[src/rtl/display_pkg.sv]
// Shared constants for the seven-segment capture path: legal segment codes
// (abcdefg, 0 = lit), window FSM states and the SETTLE limits.
package display_pkg;

  localparam logic [6:0] SEG_0 = 7'b0000001;
  localparam logic [6:0] SEG_1 = 7'b1001111;
  localparam logic [6:0] SEG_2 = 7'b0010010;
  localparam logic [6:0] SEG_3 = 7'b0000110;
  localparam logic [6:0] SEG_4 = 7'b1001100;
  localparam logic [6:0] SEG_5 = 7'b0100100;
  localparam logic [6:0] SEG_6 = 7'b0100000;
  localparam logic [6:0] SEG_7 = 7'b0001111;
  localparam logic [6:0] SEG_8 = 7'b0000000;
  localparam logic [6:0] SEG_9 = 7'b0000100;
  localparam logic [6:0] SEG_A = 7'b0001000;
  localparam logic [6:0] SEG_B = 7'b1100000;
  localparam logic [6:0] SEG_C = 7'b0110001;
  localparam logic [6:0] SEG_D = 7'b1000010;
  localparam logic [6:0] SEG_E = 7'b0110000;
  localparam logic [6:0] SEG_F = 7'b0111000;

  localparam int SETTLE_MIN = 1;
  localparam int SETTLE_MAX = 255;

  typedef enum logic [1:0] {
    ST_IDLE,
    ST_COUNT,
    ST_SAMPLE,
    ST_HOLD
  } win_state_t;

endpackage

[src/rtl/display_if.sv]
// Display pin bundle plus recovered-digit outputs; master drives the pins,
// slave (the capture block) watches them and reports the decoded frame.
interface display_if;

  logic       a, b, c, d, e, f, g;
  logic       aa7, aa6, aa5, aa4, aa3, aa2, aa1, aa0;
  logic [3:0] D7, D6, D5, D4, D3, D2, D1, D0;
  logic       frame_valid, frame_done, seg_err, multi_err;

  modport master (
    output a, b, c, d, e, f, g,
    output aa7, aa6, aa5, aa4, aa3, aa2, aa1, aa0,
    input  D7, D6, D5, D4, D3, D2, D1, D0,
    input  frame_valid, frame_done, seg_err, multi_err
  );

  modport slave (
    input  a, b, c, d, e, f, g,
    input  aa7, aa6, aa5, aa4, aa3, aa2, aa1, aa0,
    output D7, D6, D5, D4, D3, D2, D1, D0,
    output frame_valid, frame_done, seg_err, multi_err
  );

endinterface

[src/rtl/seg7_to_hex.sv]
// Combinational lookup from an active-low abcdefg pattern to its hex value;
// valid drops for any pattern outside the sixteen legal glyphs.
module seg7_to_hex
  import display_pkg::*;
(
  input  logic [6:0] seg,
  output logic       valid,
  output logic [3:0] hex
);

  always_comb begin
    valid = 1'b1;
    hex   = 4'h0;
    case (seg)
      SEG_0:   hex = 4'h0;
      SEG_1:   hex = 4'h1;
      SEG_2:   hex = 4'h2;
      SEG_3:   hex = 4'h3;
      SEG_4:   hex = 4'h4;
      SEG_5:   hex = 4'h5;
      SEG_6:   hex = 4'h6;
      SEG_7:   hex = 4'h7;
      SEG_8:   hex = 4'h8;
      SEG_9:   hex = 4'h9;
      SEG_A:   hex = 4'hA;
      SEG_B:   hex = 4'hB;
      SEG_C:   hex = 4'hC;
      SEG_D:   hex = 4'hD;
      SEG_E:   hex = 4'hE;
      SEG_F:   hex = 4'hF;
      default: valid = 1'b0;
    endcase
  end

endmodule

[src/rtl/display_capture.sv]
// Multiplexed seven-segment bus monitor: one sample per settled anode window.
// states: IDLE no window | COUNT settling | SAMPLE decode latched segs | HOLD window already sampled
module display_capture
  import display_pkg::*;
#(
  parameter int SETTLE = 16,
  parameter bit SYNC   = 1'b1
) (
  input  logic     clk,
  input  logic     reset,
  display_if.slave bus
);

  localparam int SETTLE_C = (SETTLE < SETTLE_MIN) ? SETTLE_MIN :
                            (SETTLE > SETTLE_MAX) ? SETTLE_MAX : SETTLE;
  localparam logic [7:0] CNT_LOAD = 8'(SETTLE_C - 1);

  logic [14:0] pins, pins_s;
  assign pins = {bus.a, bus.b, bus.c, bus.d, bus.e, bus.f, bus.g,
                 bus.aa7, bus.aa6, bus.aa5, bus.aa4, bus.aa3, bus.aa2, bus.aa1, bus.aa0};

  generate
    if (SYNC) begin : g_sync
      logic [14:0] meta, stable;
      always_ff @(posedge clk or negedge reset) begin
        if (!reset) begin
          meta   <= '1;
          stable <= '1;
        end else begin
          meta   <= pins;
          stable <= meta;
        end
      end
      assign pins_s = stable;
    end else begin : g_direct
      assign pins_s = pins;
    end
  endgenerate

  logic [6:0] seg;
  logic [7:0] act;
  logic [2:0] k_now;
  logic       is_one, is_multi;

  assign seg      = pins_s[14:8];
  assign act      = ~pins_s[7:0];
  assign is_one   = (act != 8'h00) && ((act & (act - 8'd1)) == 8'h00);
  assign is_multi = (act != 8'h00) && !is_one;

  always_comb begin
    k_now = 3'd0;
    for (int i = 0; i < 8; i++) begin
      if (act[i]) k_now = 3'(i);
    end
  end

  win_state_t state, state_nxt;
  logic [7:0] cnt, cnt_nxt;
  logic [2:0] k, k_nxt;
  logic [6:0] seg_q, seg_q_nxt;
  logic       same;

  assign same = is_one && (k_now == k);

  always_ff @(posedge clk or negedge reset) begin
    if (!reset) begin
      state <= ST_IDLE;
      cnt   <= '0;
      k     <= '0;
      seg_q <= '1;
    end else begin
      state <= state_nxt;
      cnt   <= cnt_nxt;
      k     <= k_nxt;
      seg_q <= seg_q_nxt;
    end
  end

  always_comb begin
    state_nxt = state;
    cnt_nxt   = cnt;
    k_nxt     = k;
    seg_q_nxt = seg_q;
    case (state)
      ST_COUNT: begin
        if (same) begin
          if (cnt == 8'd0) begin
            state_nxt = ST_SAMPLE;
            seg_q_nxt = seg;
          end else begin
            cnt_nxt = cnt - 8'd1;
          end
        end
      end
      ST_SAMPLE, ST_HOLD: begin
        if (same) state_nxt = ST_HOLD;
      end
      default: ;
    endcase
    // any classification other than the remembered ONE(k) starts over, as from IDLE
    if (state == ST_IDLE || !same) begin
      if (is_one) begin
        state_nxt = ST_COUNT;
        k_nxt     = k_now;
        cnt_nxt   = CNT_LOAD;
      end else begin
        state_nxt = ST_IDLE;
      end
    end
  end

  logic       dec_valid;
  logic [3:0] dec_hex;

  seg7_to_hex u_dec (
    .seg   (seg_q),
    .valid (dec_valid),
    .hex   (dec_hex)
  );

  logic       wr, frame_full;
  logic [3:0] shadow [8];
  logic [3:0] d_q    [8];
  logic [7:0] seen;
  logic       multi_prev, frame_valid_q, frame_done_q, seg_err_q, multi_err_q;

  assign wr         = (state == ST_SAMPLE) && dec_valid;
  assign frame_full = (seen == 8'hFF);

  always_ff @(posedge clk or negedge reset) begin
    if (!reset) begin
      for (int i = 0; i < 8; i++) begin
        shadow[i] <= '0;
        d_q[i]    <= '0;
      end
      seen          <= '0;
      multi_prev    <= 1'b0;
      frame_valid_q <= 1'b0;
      frame_done_q  <= 1'b0;
      seg_err_q     <= 1'b0;
      multi_err_q   <= 1'b0;
    end else begin
      if (wr) shadow[k] <= dec_hex;
      seen          <= (frame_full ? 8'h00 : seen) | (wr ? (8'h01 << k) : 8'h00);
      seg_err_q     <= (state == ST_SAMPLE) && !dec_valid;
      multi_prev    <= is_multi;
      multi_err_q   <= is_multi && !multi_prev;
      frame_done_q  <= frame_full;
      if (frame_full) begin
        for (int i = 0; i < 8; i++) d_q[i] <= shadow[i];
        frame_valid_q <= 1'b1;
      end
    end
  end

  assign bus.D0 = d_q[0];
  assign bus.D1 = d_q[1];
  assign bus.D2 = d_q[2];
  assign bus.D3 = d_q[3];
  assign bus.D4 = d_q[4];
  assign bus.D5 = d_q[5];
  assign bus.D6 = d_q[6];
  assign bus.D7 = d_q[7];
  assign bus.frame_valid = frame_valid_q;
  assign bus.frame_done  = frame_done_q;
  assign bus.seg_err     = seg_err_q;
  assign bus.multi_err   = multi_err_q;

endmodule

[src/flat_wrapper.sv]
// flat-port wrapper written by rule: the top's interface ports become plain ports
module display_capture_flat import display_pkg::*;
#(
  parameter int SETTLE = 16,
  parameter bit SYNC   = 1'b1
)
  (clk, reset, bus_a, bus_b, bus_c, bus_d, bus_e, bus_f, bus_g, bus_aa7, bus_aa6, bus_aa5, bus_aa4, bus_aa3, bus_aa2, bus_aa1, bus_aa0, bus_D7, bus_D6, bus_D5, bus_D4, bus_D3, bus_D2, bus_D1, bus_D0, bus_frame_valid, bus_frame_done, bus_seg_err, bus_multi_err);
  display_if bus_i ();
  input  logic clk;
  input  logic reset;
  input wire logic [$bits(bus_i.a)-1:0] bus_a;
  input wire logic [$bits(bus_i.b)-1:0] bus_b;
  input wire logic [$bits(bus_i.c)-1:0] bus_c;
  input wire logic [$bits(bus_i.d)-1:0] bus_d;
  input wire logic [$bits(bus_i.e)-1:0] bus_e;
  input wire logic [$bits(bus_i.f)-1:0] bus_f;
  input wire logic [$bits(bus_i.g)-1:0] bus_g;
  input wire logic [$bits(bus_i.aa7)-1:0] bus_aa7;
  input wire logic [$bits(bus_i.aa6)-1:0] bus_aa6;
  input wire logic [$bits(bus_i.aa5)-1:0] bus_aa5;
  input wire logic [$bits(bus_i.aa4)-1:0] bus_aa4;
  input wire logic [$bits(bus_i.aa3)-1:0] bus_aa3;
  input wire logic [$bits(bus_i.aa2)-1:0] bus_aa2;
  input wire logic [$bits(bus_i.aa1)-1:0] bus_aa1;
  input wire logic [$bits(bus_i.aa0)-1:0] bus_aa0;
  output wire logic [$bits(bus_i.D7)-1:0] bus_D7;
  output wire logic [$bits(bus_i.D6)-1:0] bus_D6;
  output wire logic [$bits(bus_i.D5)-1:0] bus_D5;
  output wire logic [$bits(bus_i.D4)-1:0] bus_D4;
  output wire logic [$bits(bus_i.D3)-1:0] bus_D3;
  output wire logic [$bits(bus_i.D2)-1:0] bus_D2;
  output wire logic [$bits(bus_i.D1)-1:0] bus_D1;
  output wire logic [$bits(bus_i.D0)-1:0] bus_D0;
  output wire logic [$bits(bus_i.frame_valid)-1:0] bus_frame_valid;
  output wire logic [$bits(bus_i.frame_done)-1:0] bus_frame_done;
  output wire logic [$bits(bus_i.seg_err)-1:0] bus_seg_err;
  output wire logic [$bits(bus_i.multi_err)-1:0] bus_multi_err;
  assign bus_i.a = bus_a;
  assign bus_i.b = bus_b;
  assign bus_i.c = bus_c;
  assign bus_i.d = bus_d;
  assign bus_i.e = bus_e;
  assign bus_i.f = bus_f;
  assign bus_i.g = bus_g;
  assign bus_i.aa7 = bus_aa7;
  assign bus_i.aa6 = bus_aa6;
  assign bus_i.aa5 = bus_aa5;
  assign bus_i.aa4 = bus_aa4;
  assign bus_i.aa3 = bus_aa3;
  assign bus_i.aa2 = bus_aa2;
  assign bus_i.aa1 = bus_aa1;
  assign bus_i.aa0 = bus_aa0;
  assign bus_D7 = bus_i.D7;
  assign bus_D6 = bus_i.D6;
  assign bus_D5 = bus_i.D5;
  assign bus_D4 = bus_i.D4;
  assign bus_D3 = bus_i.D3;
  assign bus_D2 = bus_i.D2;
  assign bus_D1 = bus_i.D1;
  assign bus_D0 = bus_i.D0;
  assign bus_frame_valid = bus_i.frame_valid;
  assign bus_frame_done = bus_i.frame_done;
  assign bus_seg_err = bus_i.seg_err;
  assign bus_multi_err = bus_i.multi_err;
  display_capture #(.SETTLE(SETTLE), .SYNC(SYNC)) u_core (.clk(clk), .reset(reset), .bus(bus_i));
endmodule
[config.mk]
export PLATFORM = sky130hd
export DESIGN_NAME = display_capture_flat
export DESIGN_NICKNAME = d
export VERILOG_FILES = /design/src/rtl/display_pkg.sv /design/src/rtl/display_if.sv /design/src/rtl/seg7_to_hex.sv /design/src/rtl/display_capture.sv /design/src/flat_wrapper.sv
export SDC_FILE = /design/constraint.sdc
export NUM_CORES = 1
export LEC_CHECK = 0
export CAP_MARGIN = 5
export CORE_MARGIN = 1.5
export CORE_UTILIZATION = 40
export CTS_CLUSTER_SIZE = 8
export DETAILED_ROUTE_END_ITERATION = 8
export PLACE_DENSITY = 0.63
export SLEW_MARGIN = 15
export SYNTH_ARGS = -nofsm -noshare
export SYNTH_HDL_FRONTEND = slang
export SYNTH_SLANG_ARGS = --single-unit
export TNS_END_PERCENT = 30
[constraint.sdc]
create_clock -name clk -period 4.2 [get_ports clk]
set_clock_uncertainty 0.15 [all_clocks]
set_input_delay 0.84 -clock clk [delete_from_list [all_inputs] [get_ports clk]]
set_output_delay 0.84 -clock clk [all_outputs]
set_load 0.02 [all_outputs]
==> results.json, run 1 <==
{
  "seq_area_frac_synth_pct": 62.2,
  "design_area_mm2": 0.00652,
  "crit_fanout": 16,
  "drt_iter0_drc": 211,
  "routedWlPerCell_um": 13.9,
  "grt_use_total_pct": 16.5,
  "critPathRequiredTime_ns": 4.34,
  "critPathKind": "reg2reg",
  "worst_r2r_endpoint": "u_core.k[2]",
  "ctsResizeCount": 0,
  "core-area_mm2": 0.0126,
  "synth_most_common_cell": "nand2_1",
  "ioPinCount": 53,
  "syn_avg_cell_area_um2": 10.9,
  "cts.clk_slew.worst_paths_ns": 0.05,
  "setup.worst_path.end_class": "flip-flop",
  "rrSetupSlack_ns": 1.32,
  "syn_area_mm2": 0.00518,
  "setup_tns_ns": 0,
  "p_per_area_mw_per_mm2": 473,
  "synthCells": 474,
  "ys_async_sr_fraction_pct": 100,
  "via_count": 3599,
  "holdPathEnd": "u_core.g_sync.stable[7]",
  "route.detailed.drc": 0,
  "die_x_um": 117,
  "reg2reg_depth": 6,
  "clk_latency_ns": 0.41,
  "finalNetCount": 546,
  "peakVddDrop_mv": 0.312,
  "numPortBuffers": 52,
  "start_kind": "flip-flop",
  "firstDrtPassIters": 4,
  "drv_slew": 0,
  "clock-sinks": 127,
  "slew_headroom_pct": 32.1,
  "fmax_mhz": 347,
  "min_period_ns": 2.88,
  "timing.final.crit_share_pct": 68.6,
  "gp_congestion": 0.841,
  "numCtsBuffers": 17,
  "timing.rr.start": "u_core.g_sync.stable[6]",
  "synth_top_area_share_pct": 43.4,
  "synth_area_leaders": "dfrtp_1, dfstp_2, nand2_1",
  "total_power_mw": 3.09,
  "rsz0062_at_grt": "false",
  "grt_start_max_net_pins": 90,
  "final_util_pct": 51.7,
  "min_path_cells": 0,
  "start_util_pct": 41.1,
  "ant_nets": 0,
  "antenna_found_initial": 0,
  "synth-main-ff-cell": "dfrtp_1",
  "dpl_cell_area_mm2": 0.00584,
  "gr-total-overflow": 0,
  "vias_per_cell": 5.05,
  "hpwlAfterDp_um": 6540,
  "ys_ff_latch": 127,
  "cts_root_buf": "clkbuf_16",
  "synth_edf_count": 0,
  "worst_pin_slew_ns": 1.01,
  "worstHoldStart": "u_core.g_sync.meta[7]",
  "die_h_um": 117,
  "static-leakage-power_nw": 2.92,
  "hold_path.class": "reg2reg",
  "yosysTopAreaCell": "dfrtp_1",
  "post_cts_buffers": 0,
  "cts_hold_buf": 0,
  "cts_max_level": 4,
  "area_growth_pct": 25.8,
  "synth_warnings": 0,
  "drive_above_1_share_pct": 18.3,
  "rows": 41,
  "setup_viol": 0,
  "synthesis.nets": 493,
  "cap_violations": 0,
  "grt_pass1_vias": 3594,
  "cts_tree": "done",
  "status": "finished clean",
  "ys_types": 58,
  "cts_max_path_buffers": 2,
  "routed_wl_um": 9900,
  "final_hold_viol_count": 0,
  "grt_first_pass_wirelength_um": 17100,
  "diodes": 0,
  "synthTopCellsByCount": "nand2_1, dfrtp_1, dfstp_2",
  "dieArea_mm2": 0.0137,
  "critPathArrivalTime_ns": 3.02
}
[worst max-delay path, stage by stage, from the launching register on]
cell	delay [ns]
dfstp_2	0.58
inv_1	0.05
o21ai_0	0.27
nor3_1	0.10
o211ai_1	0.81
o221a_2	0.44
mux2_2	0.35
[metal layers]
metal	track usage [%]	wire, um
met1	21.0	4640
met2	26.3	4760
met3	4.63	362
met4	7.79	143
met5	0	0
[cell families after synthesis]
| family | count (synthesis) | synth area share [%] |
|---|---|---|
| multiplexers | 11 | 2.34 |
| adder cells (fa/ha/maj) | 2 | 0.483 |
| AO/OA/AOI/OAI | 89 | 12.9 |
| flip-flops | 127 | 62.2 |
| AND/OR/NAND/NOR | 212 | 19.1 |
| XOR/XNOR | 1 | 0.169 |
| buffers and inverters | 32 | 2.82 |
[worst max path at each step]
stage | start | end | slack (ns) | cells past startpoint
detailed placement | u_core.g_sync.stable[6] | u_core.k[2] | 1.35 | 6
global placement | u_core.g_sync.stable[6] | u_core.k[2] | 1.43 | 6
global route | u_core.g_sync.stable[6] | u_core.k[2] | 1.05 | 6
floorplan | u_core.seg_q[4] | u_core.shadow[0] | 1.94 | 8
CTS | u_core.g_sync.stable[6] | u_core.k[2] | 1.34 | 6
finish | u_core.g_sync.stable[6] | u_core.k[2] | 1.32 | 6
[area by class of cell]
type | instances | area [um2]
Clock buffer | 19 | 443
Fill cell | 1141 | 6100
Multi-Input combinational cell | 315 | 1810
Timing Repair Buffer | 53 | 542
Inverter | 13 | 51.3
Tap cell | 172 | 215
Sequential cell | 127 | 3220
Clock inverter | 13 | 234
[sequential cells by signal, summed over array words and instances, names as in the netlist, 2 cells and up]
name / count
u_core.bus.D1: 4
u_core.cnt: 8
u_core.seg_q: 7
u_core.g_sync.meta: 15
u_core.bus.D3: 4
u_core.shadow: 32
u_core.bus.D0: 4
u_core.g_sync.stable: 15
u_core.bus.D4: 4
u_core.bus.D6: 4
u_core.seen: 8
u_core.state: 2
u_core.bus.D2: 4
u_core.bus.D7: 4
u_core.bus.D5: 4
u_core.k: 3
[power by group]
group / switching (mW) / internal [mW] / total, mW
Combinational: 0.0772 / 0.0497 / 0.127
Sequential: 0.0331 / 1.27 / 1.30
Clock: 0.525 / 1.13 / 1.66
[cell usage in the layout (no fill, tap or decap), types with 3 or more instances in the layout]
cell type	n
nand2_2	4
dfstp_2	37
o31ai_1	6
nand3_1	10
or4_1	3
or2_2	5
mux2_2	9
bufinv_16	6
nor3b_1	3
nand2b_1	7
o21ai_0	11
nor2b_1	5
o211ai_1	4
clkinvlp_4	3
a22oi_1	5
clkdlybuf4s50_1	51
a22o_1	24
a21oi_1	16
nor2_1	20
nor3_1	8
dfrtp_1	90
nand4_1	9
clkbuf_16	17
nand2_1	122
inv_1	11
[metrics by stage]
stage	worst slack [ns]	std cells	hold slack (ns)
2_1_floorplan	1.94	474	0.195
5_1_grt	1.05	712	0.206
4_1_cts	1.34	712	0.204
3_3_place_gp	1.43	680	0.196
6_report	1.32	712	0.202
3_5_place_dp	1.35	680	0.197
(Power assumes the default switching activity.)
==> inputs of run 2 (changes only) <==
==> constraint.sdc (replaced) <==
create_clock -name clk -period 2.9 [get_ports clk]
set_clock_uncertainty 0.15 [all_clocks]
set_input_delay 0.58 -clock clk [delete_from_list [all_inputs] [get_ports clk]]
set_output_delay 0.58 -clock clk [all_outputs]
set_load 0.02 [all_outputs]
==> results.json, run 2 (synthesized netlist as in run 1, its figures left out) <==
{
  "status": "finished with violations",
  "violations": "negative hold slack",
  "firstDrtPassIters": 4,
  "p_sw_uw": 925,
  "p_int_mw": 3.38,
  "final_hold_viol_count": 5,
  "reg.largest.list": "u_core.shadow (32), u_core.g_sync.meta (15), u_core.g_sync.stable (15)",
  "cts_tree": "done",
  "regMostFlops": "u_core.shadow",
  "numPortBuffers": 52,
  "cts_root_buf": "clkbuf_16",
  "p_sw_share_pct": 21.5,
  "cts.clk_slew.worst_paths_ns": 0.06,
  "crit_slowest_cell": "dfstp_2",
  "rsz0062_at_grt": "false",
  "worst_pin_slew_ns": 0.842,
  "core-area_mm2": 0.0126,
  "area_growth_pct": 25.9,
  "cts_max_level": 4,
  "vias_per_cell": 5.06,
  "critPathArrivalTime_ns": 2.61,
  "critPathRequiredTime_ns": 3.05,
  "ant_nets": 0,
  "cts_max_path_buffers": 2,
  "fin_ws_ns": 0.442,
  "crit_chain": "or3b_2 -> a2bb2oi_1 -> a2bb2oi_1 -> nand4_1 -> buf_4 -> nand2_1 -> a22o_1",
  "crit_fanout": 16,
  "finalNetCount": 553,
  "grt_pass1_vias": 3389,
  "reg2reg_depth": 7,
  "cp_top_family": "simple AND/OR/NAND/NOR gates",
  "cp_slowest_stage_delay_ns": 0.70,
  "ctsResizeCount": 0,
  "grt_first_pass_wirelength_um": 16800,
  "numCtsBuffers": 17,
  "grt_start_max_net_pins": 49,
  "gp_congestion": 0.817,
  "grt_use_total_pct": 16.2,
  "place_ws_ns": 0.447,
  "setup_viol": 0,
  "timing.final.crit_share_pct": 84.8,
  "route.detailed.drc": 0,
  "drt_iter0_drc": 196,
  "setup_tns_ns": 0,
  "crit_buf_inv": 1,
  "slew_headroom_pct": 43.5,
  "crit_path_frequent_cell": "a2bb2oi_1",
  "hold_path.class": "in2async",
  "clkPwrFrac_pct": 51.6,
  "start_util_pct": 41.1,
  "via_count": 3635,
  "fillers": 1137,
  "setup.worst_path.end_class": "flip-flop",
  "start_kind": "flip-flop",
  "largest_register_ffs": 32,
  "final_common_cell": "nand2_1",
  "clock-sinks": 127,
  "ioPinCount": 53,
  "whs_ns": -0.00681,
  "gr-total-overflow": 0,
  "p_comb_share_pct": 4.5,
  "min_period_ns": 2.46,
  "diodes": 0,
  "drv_slew": 0,
  "timing.rr.start": "u_core.seg_q[6]",
  "routed_wl_um": 10100,
  "dieArea_mm2": 0.0137,
  "design_area_mm2": 0.00653,
  "layout_common_cells": "nand2_1, dfrtp_1, clkdlybuf4s50_1, dfstp_2, a22o_1",
  "total_power_mw": 4.30,
  "post_cts_buffers": 0,
  "rows": 41,
  "finalNonFillerCells": 719,
  "die_h_um": 117,
  "clk_latency_ns": 0.42,
  "worst_r2r_endpoint": "u_core.shadow[28]",
  "die_x_um": 117,
  "critPathKind": "reg2reg",
  "p_per_area_mw_per_mm2": 659,
  "antenna_found_initial": 0,
  "peakVddDrop_mv": 0.375,
  "dpl_cell_area_mm2": 0.00590,
  "drive_above_1_share_pct": 19.6,
  "dp.cells": 687,
  "fmax_mhz": 407,
  "static-leakage-power_nw": 2.93,
  "seqPwrFrac_pct": 43.9,
  "routedWlPerCell_um": 14.1,
  "cts_hold_buf": 0,
  "cap_violations": 0,
  "hpwlAfterDp_um": 6750,
  "rrSetupSlack_ns": 0.44
}
## run 2: power groups by stage
stage               registers, mW  logic, mW  clock network [mW]
floorplan                    1.90      0.116                   0
global placement             1.91      0.189                   0
detailed placement           1.92      0.193                   0
CTS                          1.89      0.194                2.27
global route                 1.89      0.218                2.36
finish                       1.89      0.192                2.22
## run 2: metal layers
layer	vias up	share of wire [%]	global-route usage, %
li1	1779	-	-
met2	85	47	25.2
met4	0	1.7	7.23
met1	1754	46	21.4
met5	-	0	0
met3	17	4.5	4.48
## run 2: how the worst max path moves through the flow
stage | start | end | slack, ns | cells after the start
after floorplan | u_core.seg_q[4] | u_core.shadow[0] | 0.64 | 8
after global placement | u_core.seg_q[6] | u_core.shadow[27] | 0.51 | 7
after detailed placement | u_core.seg_q[6] | u_core.shadow[24] | 0.45 | 7
after CTS | u_core.seg_q[6] | u_core.shadow[25] | 0.44 | 7
after global routing | u_core.g_sync.stable[2] | u_core.cnt[1] | 0.28 | 7
final | u_core.seg_q[6] | u_core.shadow[28] | 0.44 | 7
## run 2: worst register-to-register path, stage by stage, from the launching register on
cell	delay, ns
dfstp_2	0.70
or3b_2	0.48
a2bb2oi_1	0.15
a2bb2oi_1	0.15
nand4_1	0.09
buf_4	0.20
nand2_1	0.15
a22o_1	0.28
## run 2: stage by stage
step                utilization, %  hold WS [ns]
floorplan                        -         0.134
global placement              46.7         0.196
detailed placement            46.7         0.197
CTS                           51.7       0.00819
global route                  51.7        0.0314
finish                        51.7      -0.00681
## run 2: layout make-up
cell class                      count  area (um2)  share of cell area [%]
Clock buffer                       18         439                    6.73
Clock inverter                     14         191                    2.93
Inverter                           13        51.3                   0.786
Multi-Input combinational cell    315        1810                    27.8
Sequential cell                   127        3220                    49.4
Tap cell                          172         215                    3.30
Timing Repair Buffer               60         591                    9.05
